File: src/rtl/fnd_scan_decoder.sv
// Receiving end of the scanned 8-digit FND bus: samples seg_com/seg_data, debounces each
// digit dwell, decodes 7-seg patterns to BCD and assembles full frames with error flags.
module fnd_scan_decoder #(
  parameter int STABLE_CYC = 2,
  parameter int TIMEOUT    = 64
) (
  input  logic        clk1k,
  input  logic        sw_reset,
  input  logic [7:0]  seg_com,
  input  logic [7:0]  seg_data,
  output logic [31:0] digits,
  output logic [7:0]  blank_mask,
  output logic        frame_valid,
  output logic        seg_err,
  output logic        com_err,
  output logic        scan_lost
);

  localparam int SW = $clog2(STABLE_CYC + 1);
  localparam int TW = $clog2(TIMEOUT + 1);
  localparam logic [SW-1:0] STABLE_MAX = SW'(STABLE_CYC);
  localparam logic [TW-1:0] TO_MAX     = TW'(TIMEOUT);

  // Result is {bad, blank, nibble}; argument is the segment field without dp.
  function automatic logic [5:0] seg_decode(input logic [6:0] seg);
    case (seg)
      7'h7E:   seg_decode = 6'h00;
      7'h30:   seg_decode = 6'h01;
      7'h6D:   seg_decode = 6'h02;
      7'h79:   seg_decode = 6'h03;
      7'h33:   seg_decode = 6'h04;
      7'h5B:   seg_decode = 6'h05;
      7'h5F:   seg_decode = 6'h06;
      7'h70:   seg_decode = 6'h07;
      7'h7F:   seg_decode = 6'h08;
      7'h7B:   seg_decode = 6'h09;
      7'h00:   seg_decode = 6'b01_0000;
      default: seg_decode = 6'b10_1111;
    endcase
  endfunction

  function automatic logic is_onehot_low(input logic [7:0] com);
    logic [3:0] n;
    n = 4'd0;
    for (int b = 0; b < 8; b++) n = n + {3'b000, ~com[b]};
    return n == 4'd1;
  endfunction

  function automatic logic [2:0] low_index(input logic [7:0] com);
    logic [2:0] idx;
    idx = 3'd0;
    for (int b = 0; b < 8; b++) if (!com[b]) idx = 3'(b);
    return idx;
  endfunction

  logic [7:0]    r_com_p0;
  logic [6:0]    r_seg_p0;
  logic [14:0]   r_prev_p1;
  logic [SW-1:0] r_stable_p1;
  logic          r_captured_p1;
  logic [31:0]   r_work_dig;
  logic [7:0]    r_work_blank;
  logic [7:0]    r_seen;
  logic [TW-1:0] r_to_cnt;

  logic [14:0] w_key_p0;
  logic        w_changed;
  logic        w_cap;
  logic [7:0]  w_cap_com;
  logic        w_onehot;
  logic        w_store;
  logic [2:0]  w_idx;
  logic [5:0]  w_dec;
  logic [31:0] w_work_dig;
  logic [7:0]  w_work_blank;
  logic [7:0]  w_seen;
  logic        w_complete;
  logic        w_unused_dp;

  assign w_unused_dp = seg_data[0];

  // Stage p0 -> p1: dwell tracking; r_prev_p1 is the value whose run length r_stable_p1 counts
  assign w_key_p0  = {r_com_p0, r_seg_p0};
  assign w_changed = (w_key_p0 != r_prev_p1);
  assign w_cap     = (r_stable_p1 == STABLE_MAX) && !r_captured_p1;
  assign w_cap_com = r_prev_p1[14:7];
  assign w_onehot  = is_onehot_low(w_cap_com);
  assign w_store   = w_cap && w_onehot;
  assign w_idx     = low_index(w_cap_com);
  assign w_dec     = seg_decode(r_prev_p1[6:0]);

  always_comb begin
    w_work_dig   = r_work_dig;
    w_work_blank = r_work_blank;
    w_seen       = r_seen;
    if (w_store) begin
      w_work_dig[{w_idx, 2'b00} +: 4] = w_dec[3:0];
      w_work_blank[w_idx]             = w_dec[4];
      w_seen[w_idx]                   = 1'b1;
    end
  end

  assign w_complete = w_store && (w_seen == 8'hFF);

  always_ff @(posedge clk1k or posedge sw_reset) begin
    if (sw_reset) begin
      r_com_p0      <= 8'hFF;
      r_seg_p0      <= 7'h00;
      r_prev_p1     <= {8'hFF, 7'h00};
      r_stable_p1   <= '0;
      r_captured_p1 <= 1'b0;
      r_work_dig    <= 32'h0;
      r_work_blank  <= 8'h00;
      r_seen        <= 8'h00;
      r_to_cnt      <= '0;
      digits        <= 32'h0;
      blank_mask    <= 8'h00;
      frame_valid   <= 1'b0;
      seg_err       <= 1'b0;
      com_err       <= 1'b0;
    end else begin
      r_com_p0  <= seg_com;
      r_seg_p0  <= seg_data[7:1];
      r_prev_p1 <= w_key_p0;
      if (w_changed) begin
        r_stable_p1   <= SW'(1);
        r_captured_p1 <= 1'b0;
      end else begin
        if (r_stable_p1 != STABLE_MAX) r_stable_p1 <= r_stable_p1 + SW'(1);
        if (w_cap) r_captured_p1 <= 1'b1;
      end
      // Stage p1 -> p2: frame assembly and one-cycle status pulses
      r_work_dig   <= w_work_dig;
      r_work_blank <= w_work_blank;
      r_seen       <= w_complete ? 8'h00 : w_seen;
      frame_valid  <= w_complete;
      seg_err      <= w_store && w_dec[5];
      com_err      <= w_cap && (w_cap_com != 8'hFF) && !w_onehot;
      if (w_complete) begin
        digits     <= w_work_dig;
        blank_mask <= w_work_blank;
        r_to_cnt   <= '0;
      end else if (r_to_cnt != TO_MAX) begin
        r_to_cnt <= r_to_cnt + TW'(1);
      end
    end
  end

  assign scan_lost = (r_to_cnt == TO_MAX);

endmodule

File: config.mk
export PLATFORM = sky130hd
export DESIGN_NAME = fnd_scan_decoder
export DESIGN_NICKNAME = d
export VERILOG_FILES = /design/src/rtl/fnd_scan_decoder.sv
export SDC_FILE = /design/constraint.sdc
export NUM_CORES = 1
export LEC_CHECK = 0
export ABC_CLOCK_PERIOD_IN_PS = 5000
export BUFFER_PORTS_ARGS = -buffer_cell sky130_fd_sc_hd__buf_2
export CAP_MARGIN = 20
export CORE_MARGIN = 4
export CORE_UTILIZATION = 51
export DETAILED_ROUTE_END_ITERATION = 12
export GPL_TIMING_DRIVEN = 0
export PLACE_DENSITY = 0.71
export SYNTH_ARGS = -nofsm -noshare
export SYNTH_HDL_FRONTEND = slang
export SYNTH_SLANG_ARGS = --single-unit
File: constraint.sdc
create_clock -name clk1k -period 5 [get_ports clk1k]
set_input_delay 0.25 -clock clk1k [delete_from_list [all_inputs] [get_ports clk1k]]
set_output_delay 0.25 -clock clk1k [all_outputs]
set_load 0.1 [all_outputs]
* After elaboration in Yosys (flattened, before gate mapping) *
Cells that the tools add are included.

word-level totals
  register bits = 131
  input port bits = 18
  output and inout bits = 44
  word-level logic and storage cells = 90

operators by class
  add/subtract/negate cells = 10
  order comparisons = 2
  equal/unequal tests = 18
  shift-type cells = 2
  muxes and demuxes = 22
  bitwise logic cells = 9
  reductions and logical operators = 13

operators with widths
  operator                  number
  $pmux W6 S11              1
  $eq A7 B7 Y1 const B      9
  $bwmux W32                1
  $mux W32                  1
  $shift A4 B7 Y32 const A  1
  $shiftx A4 B7 Y32         1
  $mux W8                   3
  $mux W3                   6
  $add A4 B1 Y4             4
  $ne A15 B15 Y1            1
  $eq A7 B6 Y1 const B      2
  $mux W7                   2
  $bwmux W8                 1
  $eq A8 B8 Y1 const B      1
  $ne A8 B8 Y1 const B      1
  $not A1 Y1                8
  $or A8 B8 Y8              1
  $add A7 B1 Y7 const B     1
  $logic_and A1 B1 Y1       7
  $logic_not A7 Y1          1
  $ne A7 B7 Y1 const B      1
  $neg A5 Y7                1
  $reduce_bool A2 Y1        3
  $add A3 B1 Y4             1
  other kinds (12)          17

* Logic depth before layout (Yosys ltp) *
Gate-level depths: netlist of the first run.

  depth in word-level cells = 16
  gate-level depth with buffers = 15
  depth with buffers taken out = 13

* Least setup slack after synthesis of the first run *
OpenSTA, ideal clock, no wires.

  kind = reg2reg
  start point = register r_prev_p1[8]
  end point = register digits[0]
  library setup time = 0.126 ns
  data arrival time = 4.305 ns
  path slack = 0.568 ns
  cell stages (with the launch flop) = 15
  period minus slack after synthesis = 4.432 ns
  path through = dfstp_2 fa_1 inv_1 fa_1 fa_1 ha_1 inv_1 fa_1 nand2_1 a211o_1 or2_0 buf_6 nor4_4 mux2_2 mux2_4

on the way
  elaborated cells between the ends (all ways) = 31
  those cells by class = add/sub: 8; order compare: 2; eq/ne: 2; shift: 2; mux: 12; bitwise: 2; reduce/logical: 3

RTL lines
  what                                                          RTL line  text
  start: declaration                                            58        logic [14:0] r_prev_p1;
  start signal: assignment                                      109       r_prev_p1 <= {8'hFF, 7'h00};
  start signal: assignment                                      124       r_prev_p1 <= w_key_p0;
  $not A1 Y1 / $mux W1 (equally long branches)                  45, 52
  $add A1 B1 Y2 / $mux W3 (equally long branches)               45, 52
  $add A2 B1 Y3 / $mux W3 (equally long branches)               45, 52
  $add A3 B1 Y4 / $mux W3 (equally long branches)               45, 52
  $add A4 B1 Y4 / $mux W3 (equally long branches) (3 in a row)  45, 52
  $add A4 B1 Y4 / $neg A5 Y7 (equally long branches)            45, 97
  $eq A4 B1 Y1 (tied with other cells)                          46        return n == 4'd1;
  $logic_and A1 B1 Y1 / $bwmux W32 (equally long branches)      88, 97
  $mux W32 (*)                                                  96        if (w_store) begin
  named net w_work_dig[0]                                       74        logic [31:0] w_work_dig;
  end signal: assignment                                        140       digits <= w_work_dig;
  end: declaration                                              11        output logic [31:0] digits,

The timed path passes the listed nets; every way through them passes the cells marked *.
A chain may end at the register's enable or synchronous reset.

* Final worst setup path of the first run *
Same ends and word-level chain as after synthesis.

==> insert_results.sql, run 1 <==
INSERT INTO impl_metrics (metric_group, metric, value, unit) VALUES
('global_route', 'globalRoute.totalOverflow', '0', ''),
('sta', 'tightest_slew', '876', 'ps'),
('cts', 'tritoncts', 'done', ''),
('cells_and_area', 'fin_nets', '572', ''),
('drt', 'post-route-drc-count', '0', ''),
('setup_path', 'crit_required', '5410', 'ps'),
('global_route', 'antenna_found_initial', '0', ''),
('place', 'place_ws', '117', 'ps'),
('synthesis', 'synthArstFlopShare', '1.00', ''),
('synthesis', 'most_instantiated_flip_flop_cell_in_the_synthesis_netlist', 'dfrtp_1', ''),
('sta', 'setup-tns-final', '0', 'ps'),
('cts', 'cts_resized', '0', ''),
('hold_path', 'hold_class', 'input port to asynchronous set/reset pin', ''),
('floorplanning', 'design.portCount', '62', ''),
('global_route', 'grt_pass1_wl', '19.6', 'mm'),
('setup_path', 'path_max_fanout', '10', ''),
('synthesis', 'synth-edff-count', '0', ''),
('power', 'vdd_drop_max', '351', 'µV'),
('sta', 'final-setup-viol-count', '0', ''),
('place', 'detailedPlacementHpwl', '7.77', 'mm'),
('power', 'power.density', '342', 'nW/µm²'),
('place', 'dp_cells', '644', ''),
('drt', 'detail_routed_via_count_per_cell', '5.33', ''),
('cells_and_area', 'drive_above_1_share', '0.334', ''),
('sta', 'relSlewSlack', '0.415', ''),
('drt', 'count_of_routing_violations_after_the_opening_detailed_route_iteration', '207', ''),
('place', 'io_buffers', '60', ''),
('power', 'power.leakage', '3.43', 'nW'),
('synthesis', 'yosysUniqueCellTypes', '58', ''),
('sta', 'slew_viol_final', '0', ''),
('global_route', 'first_global_vias', '3980', ''),
('synthesis', 'synth_warnings', '0', ''),
('sta', 'unrepaired_setup_endpoints_after_global_routing', 'false', ''),
('status', 'run_status', 'complete, no violations', ''),
('global_route', 'pin_count_of_the_biggest_net_entering_global_routing', '88', ''),
('drt', 'routed_wirelength', '11.4', 'mm'),
('cts', 'clk_pin_slew', '60', 'ps'),
('setup_path', 'criticalPathCategory', 'register to register', ''),
('synthesis', 'synth.ff_latch_count', '131', ''),
('cells_and_area', 'antenna-diode-count', '0', ''),
('synthesis', 'synth-seq-area-share', '0.580', ''),
('setup_path', 'crit_path_start_kind', 'register', ''),
('floorplanning', 'die_area', '12900', 'µm²'),
('sta', 'setup_skew', '8.79', 'ps'),
('synthesis', 'syn_avg_cell_area', '12.8', 'µm²'),
('sta', 'final_hold_viol_count', '0', ''),
('drt', 'dr.pass1.iters', '4', ''),
('cts', 'clkSinkCount', '131', ''),
('synthesis', 'synth_area', '5680', 'µm²'),
('cells_and_area', 'layout_cell_area_excl_fill', '6920', 'µm²'),
('cells_and_area', 'layout.cells.non_filler', '694', ''),
('drt', 'wl_per_cell', '16.4', 'µm'),
('setup_path', 'crit_path_end_kind', 'register', ''),
('drt', 'dr_total_vias', '3696', ''),
('cts', 'cts_buffers', '17', ''),
('run', 'drv_cap', '0', ''),
('floorplanning', 'floorplan.initialDensity', '0.522', ''),
('synthesis', 'synth_nets', '474', ''),
('sta', 'worst_slack', '289', 'ps'),
('sta', 'fin_worst_hold_slack', '280', 'ps'),
('sta', 'tcrit_tclk_final', '0.942', ''),
('cts', 'clock-root-buffer', 'clkbuf_8', ''),
('sta', 'fmax', '0.212', 'GHz'),
('drt', 'drt.antenna.violating_nets', '0', ''),
('floorplanning', 'core_region_area', '10900', 'µm²'),
('cts', 'cts_max_level', '4', ''),
('global_route', 'grt_util_all_layers', '0.196', ''),
('floorplanning', 'num_rows', '38', ''),
('cells_and_area', 'area_delta_synth_final', '21.8', '%'),
('cts', 'clock_tree.buffer_depth', '2', ''),
('place', 'postPlaceCellArea', '6190', 'µm²'),
('sta', 'period_minus_slack', '4710', 'ps'),
('synthesis', 'synth_cells', '443', ''),
('place', 'gp_routability_congestion', '0.869', ''),
('cts', 'worst_skew_pair.late_latency', '530', 'ps'),
('setup_path', 'worstPathArrival', '5120', 'ps'),
('floorplanning', 'fp.dieW', '114', 'µm'),
('floorplanning', 'die_height', '114', 'µm');
state kept, by name, summed over array words and instances, names as in the netlist:
register	cells
r_captured_p1	1
r_work_dig	32
r_com_p0	8
r_seg_p0	7
r_seen	8
seg_err	1
r_prev_p1	15
digits	32
frame_valid	1
r_stable_p1	2
r_to_cnt	7
blank_mask	8
r_work_blank	8
com_err	1
per-layer routing:
layer | part of all wire | routed length [µm] | track usage | vias to the layer above
met1 | 0.44 | 5020 | 0.247 | 1849
met2 | 0.49 | 5600 | 0.310 | 86
li1 | - | - | - | 1739
met5 | 0 | 0 | 0 | -
met3 | 0.047 | 533 | 0.0695 | 22
met4 | 0.020 | 225 | 0.0769 | 0
path summary, 6_finish.rpt:
kind | slack [ps] | startpoint | cells past startpoint | to
max | 290 | r_prev_p1[8]$_DFF_PP1_ | 14 | digits[0]$_DFFE_PP0P_
min | 280 | sw_reset | 3 | digits[25]$_DFFE_PP0P_
max reg2reg | 290 | r_prev_p1[8]$_DFF_PP1_ | 14 | digits[0]$_DFFE_PP0P_
min reg2reg | 370 | r_com_p0[7]$_DFF_PP1_ | 0 | r_prev_p1[14]$_DFF_PP1_
max in group asynchronous | 3970 | sw_reset | 4 | r_seen[6]$_DFF_PP0_
min in group clk1k | 360 | seg_com[4] | 2 | r_com_p0[4]$_DFF_PP1_
cell type report:
type	count	area [µm²]
clock buffers	23	437
fillers	851	3970
plain buffers	15	108
repair buffers	79	515
flip-flops and latches	131	3300
well taps	140	175
multi-input cells	260	2140
inverters	37	144
clock inverters	9	108
cells by family (layout without fill, tap and decap cells):
group | after synthesis | count (layout) | share of synthesized area
mux | 70 | 70 | 0.143
simple gates | 108 | 108 | 0.103
flops | 131 | 131 | 0.580
fa+ha+maj | 13 | 13 | 0.0339
compound gates | 47 | 47 | 0.0621
buf+inv | 52 | 163 | 0.0434
xor+xnor | 22 | 22 | 0.0339
report_power, final:
group | switching [mW] | internal (mW) | total [mW]
clock | 0.438 | 0.706 | 1.14
combinational | 0.0836 | 0.0500 | 0.134
sequential | 0.0120 | 1.08 | 1.09
cell usage after synthesis (7+ instances only):
library cell	n	area, µm²
mux2_2	44	495
nor2_1	32	120
nand2_1	18	67.6
mux2_1	7	78.8
xor2_1	16	140
nand3_1	9	45.0
dfstp_2	16	420
nor2b_1	7	43.8
nor3_1	10	50.1
mux2i_1	9	90.1
inv_1	36	135
o22ai_1	12	75.1
mux2_4	10	150
dfrtp_1	115	2880
ha_1	9	113
stage by stage:
stage,power [mW],util
floorplan,1.19,-
global placement,1.22,0.566
detailed placement,1.23,0.569
CTS,2.39,0.633
global route,2.47,0.636
finish,2.37,0.636
critical path: stages (launching register included):
cell and delay (ps):
dfstp_2 600, fa_1 440, inv_1 80, fa_1 420
fa_1 500, ha_1 170, inv_1 60, fa_1 480
nand2_1 70, a211o_1 320, or2_0 250, buf_6 150
nor4_4 390, mux2_2 400, mux2_4 260
cells in the final DEF (no fill, tap or decap), types with 6 or more instances in the layout:
cell / n
mux2_1: 7
nor2_1: 32
o22ai_1: 12
xnor2_1: 6
mux2i_1: 9
nor3_1: 10
dfrtp_1: 115
dlygate4sd3_1: 16
inv_1: 35
xor2_1: 16
mux2_2: 44
clkbuf_16: 16
o21ai_0: 6
buf_2: 65
nor2b_1: 7
clkbuf_1: 9
dfstp_2: 16
ha_1: 9
mux2_4: 10
nand2_1: 18
nand3_1: 9
repair_timing:
action                                  CTS  global route
endpoints found under the setup margin    0            43
buffers inserted                          0             2
endpoints found under the hold margin    43             0
hold buffers                             16             0
Power figures use the tool's default switching activity.
==> inputs of run 2 (changes only) <==
Settings changed: CORE_UTILIZATION 51 to 58, PLACE_DENSITY 0.71 to 0.79.
==> run 2 against run 1 <==
Critical path depth decreased by 1. Sequential share of layout area decreased by 0.095 points. Fmax decreased by 0.59%. Count of clock-buffer cells in the layout decreased by 5. Via count increased by 1.6%. Wire length increased by 1.4%. Core utilization increased by 10 points. Design area increased by 0.20%. Critical path type unchanged. Critical endpoint is now digits[14]$_DFFE_PP0P_.
==> insert_results.sql, run 2 (same netlist as run 1, synthesis figures left out) <==
INSERT INTO impl_metrics (metric_group, metric, value, unit) VALUES
('setup_path', 'reg2reg_from', 'r_prev_p1[8]$_DFF_PP1_', ''),
('cts', 'worst_skew_pair.late_latency', '520', 'ps'),
('sta', 'slew_viol_final', '0', ''),
('sta', 'fmax', '0.211', 'GHz'),
('cts', 'clk_pin_slew', '60', 'ps'),
('drt', 'post-route-drc-count', '0', ''),
('cts', 'clkSinkCount', '131', ''),
('power', 'vdd_drop_max', '281', 'µV'),
('cells_and_area', 'multi_input_area', '2140', 'µm²'),
('cells_and_area', 'largest_registers', 'digits: 32 flops, r_work_dig: 32 flops, r_prev_p1: 15 flops', ''),
('drt', 'wl_per_cell', '16.9', 'µm'),
('place', 'io_buffers', '60', ''),
('drt', 'count_of_routing_violations_after_the_opening_detailed_route_iteration', '177', ''),
('floorplanning', 'fp.dieW', '107', 'µm'),
('cells_and_area', 'layout.cells.most_common_list', 'dfrtp_1 (115), buf_2 (65), mux2_2 (44)', ''),
('status', 'run_status', 'complete, no violations', ''),
('sta', 'final-setup-viol-count', '0', ''),
('place', 'gp_routability_congestion', '0.867', ''),
('global_route', 'antenna_found_initial', '0', ''),
('drt', 'dr_total_vias', '3756', ''),
('setup_path', 'crit_required', '5400', 'ps'),
('cells_and_area', 'fin_nets', '572', ''),
('floorplanning', 'die_area', '11400', 'µm²'),
('sta', 'setup_skew', '13.1', 'ps'),
('sta', 'period_minus_slack', '4740', 'ps'),
('setup_path', 'worstPathArrival', '5140', 'ps'),
('setup_path', 'criticalPathCategory', 'register to register', ''),
('cells_and_area', 'antenna-diode-count', '0', ''),
('sta', 'final_hold_viol_count', '0', ''),
('cells_and_area', 'register_area', '3300', 'µm²'),
('floorplanning', 'num_rows', '35', ''),
('cts', 'clock-root-buffer', 'clkbuf_8', ''),
('global_route', 'globalRoute.totalOverflow', '0', ''),
('floorplanning', 'design.portCount', '62', ''),
('cts', 'clock_tree.buffer_depth', '2', ''),
('cells_and_area', 'drive_above_1_share', '0.343', ''),
('cts', 'tritoncts', 'done', ''),
('sta', 'fin_worst_hold_slack', '308', 'ps'),
('global_route', 'pin_count_of_the_biggest_net_entering_global_routing', '84', ''),
('cells_and_area', 'area_delta_synth_final', '22.1', '%'),
('cells_and_area', 'layout_commonest_cell', 'dfrtp_1', ''),
('setup_path', 'crit_path_start_kind', 'register', ''),
('power', 'power.density', '347', 'nW/µm²'),
('drt', 'drt.antenna.violating_nets', '0', ''),
('cts', 'cts_resized', '0', ''),
('setup_path', 'worst_setup_path_startpoint', 'r_prev_p1[8]$_DFF_PP1_', ''),
('place', 'detailedPlacementHpwl', '7.66', 'mm'),
('floorplanning', 'floorplan.initialDensity', '0.606', ''),
('floorplanning', 'core_region_area', '9370', 'µm²'),
('hold_path', 'hold_class', 'input port to asynchronous set/reset pin', ''),
('setup_path', 'crit_path_end_kind', 'register', ''),
('sta', 'tcrit_tclk_final', '0.948', ''),
('drt', 'routed_wirelength', '11.5', 'mm'),
('cells_and_area', 'fill_cells', '642', ''),
('setup_path', 'path_max_fanout', '7', ''),
('global_route', 'grt_pass1_wl', '19.5', 'mm'),
('sta', 'tightest_slew', '836', 'ps'),
('sta', 'setup-tns-final', '0', 'ps'),
('global_route', 'grt_util_all_layers', '0.219', ''),
('power', 'power.leakage', '3.46', 'nW'),
('sta', 'unrepaired_setup_endpoints_after_global_routing', 'false', ''),
('drt', 'dr.pass1.iters', '4', ''),
('global_route', 'first_global_vias', '4028', ''),
('cts', 'cts_max_level', '4', ''),
('floorplanning', 'die_height', '107', 'µm'),
('sta', 'relSlewSlack', '0.441', ''),
('run', 'drv_cap', '0', ''),
('cts', 'cts_buffers', '17', ''),
('drt', 'detail_routed_via_count_per_cell', '5.50', '');
==> run 2: area by class of cell <==
| type | instances | share of cell area |
|---|---|---|
| repair buffers | 79 | 0.0743 |
| plain buffers | 15 | 0.0155 |
| well taps | 129 | 0.0233 |
| multi-input cells | 260 | 0.308 |
| flip-flops and latches | 131 | 0.475 |
| clock buffers | 18 | 0.0602 |
| clock inverters | 14 | 0.0222 |
| inverters | 37 | 0.0207 |
==> run 2: metal layers <==
metal	GRT usage	up-vias	routed length, µm	part of all wire
met1	0.284	1871	4940	0.43
met2	0.363	124	5870	0.51
met4	0.0648	0	190	0.016
met5	0	-	0	0
li1	-	1740	-	-
met3	0.0602	21	531	0.046
==> run 2: per-stage QoR <==
step	util	cell area [µm²]	total power, mW	worst slack (ps)	cells
5_1_grt	0.740	6940	2.49	74.7	683
2_1_floorplan	-	5680	1.19	568	443
4_1_cts	0.737	6910	2.43	0.177	681
6_report	0.740	6940	2.40	261	683
3_3_place_gp	0.656	6140	1.22	119	632
3_5_place_dp	0.659	6180	1.23	16.2	633
==> run 2: worst max-delay path, cell delays in order (launching register included) <==
cell and delay (ps):
dfstp_2 620, fa_1 440, inv_1 80, fa_1 420, fa_1 500, ha_1 180
inv_1 60, fa_1 480, nand2_1 60, a211o_1 310, a211oi_2 470, and3b_1 330
mux2_2 380, mux2_1 300
==> run 2: power breakdown <==
| part | total (mW) | internal, mW | switching (mW) |
|---|---|---|---|
| logic | 0.132 | 0.0496 | 0.0823 |
| clock network | 1.18 | 0.716 | 0.467 |
| registers | 1.09 | 1.08 | 0.0121 |
| total | 2.40 | 1.84 | 0.561 |
==> run 2: what timing repair did <==
item                                    4_1_cts  5_1_grt
hold buffers                                 16        0
endpoints found under the setup margin        0       48
endpoints found under the hold margin        47        0
setup buffers                                 0        2
==> run 2: worst paths after layout <==
path	slack, ps	end	cells past startpoint
worst min register to register	380	r_prev_p1[9]$_DFF_PP1_	0
min in group clk1k	370	r_seg_p0[4]$_DFF_PP0_	2
worst max register to register	260	digits[14]$_DFFE_PP0P_	13
max in group asynchronous	3960	r_to_cnt[1]$_DFFE_PP0P_	4
worst min-delay path	310	r_seg_p0[1]$_DFF_PP0_	3
worst max-delay path	260	digits[14]$_DFFE_PP0P_	13
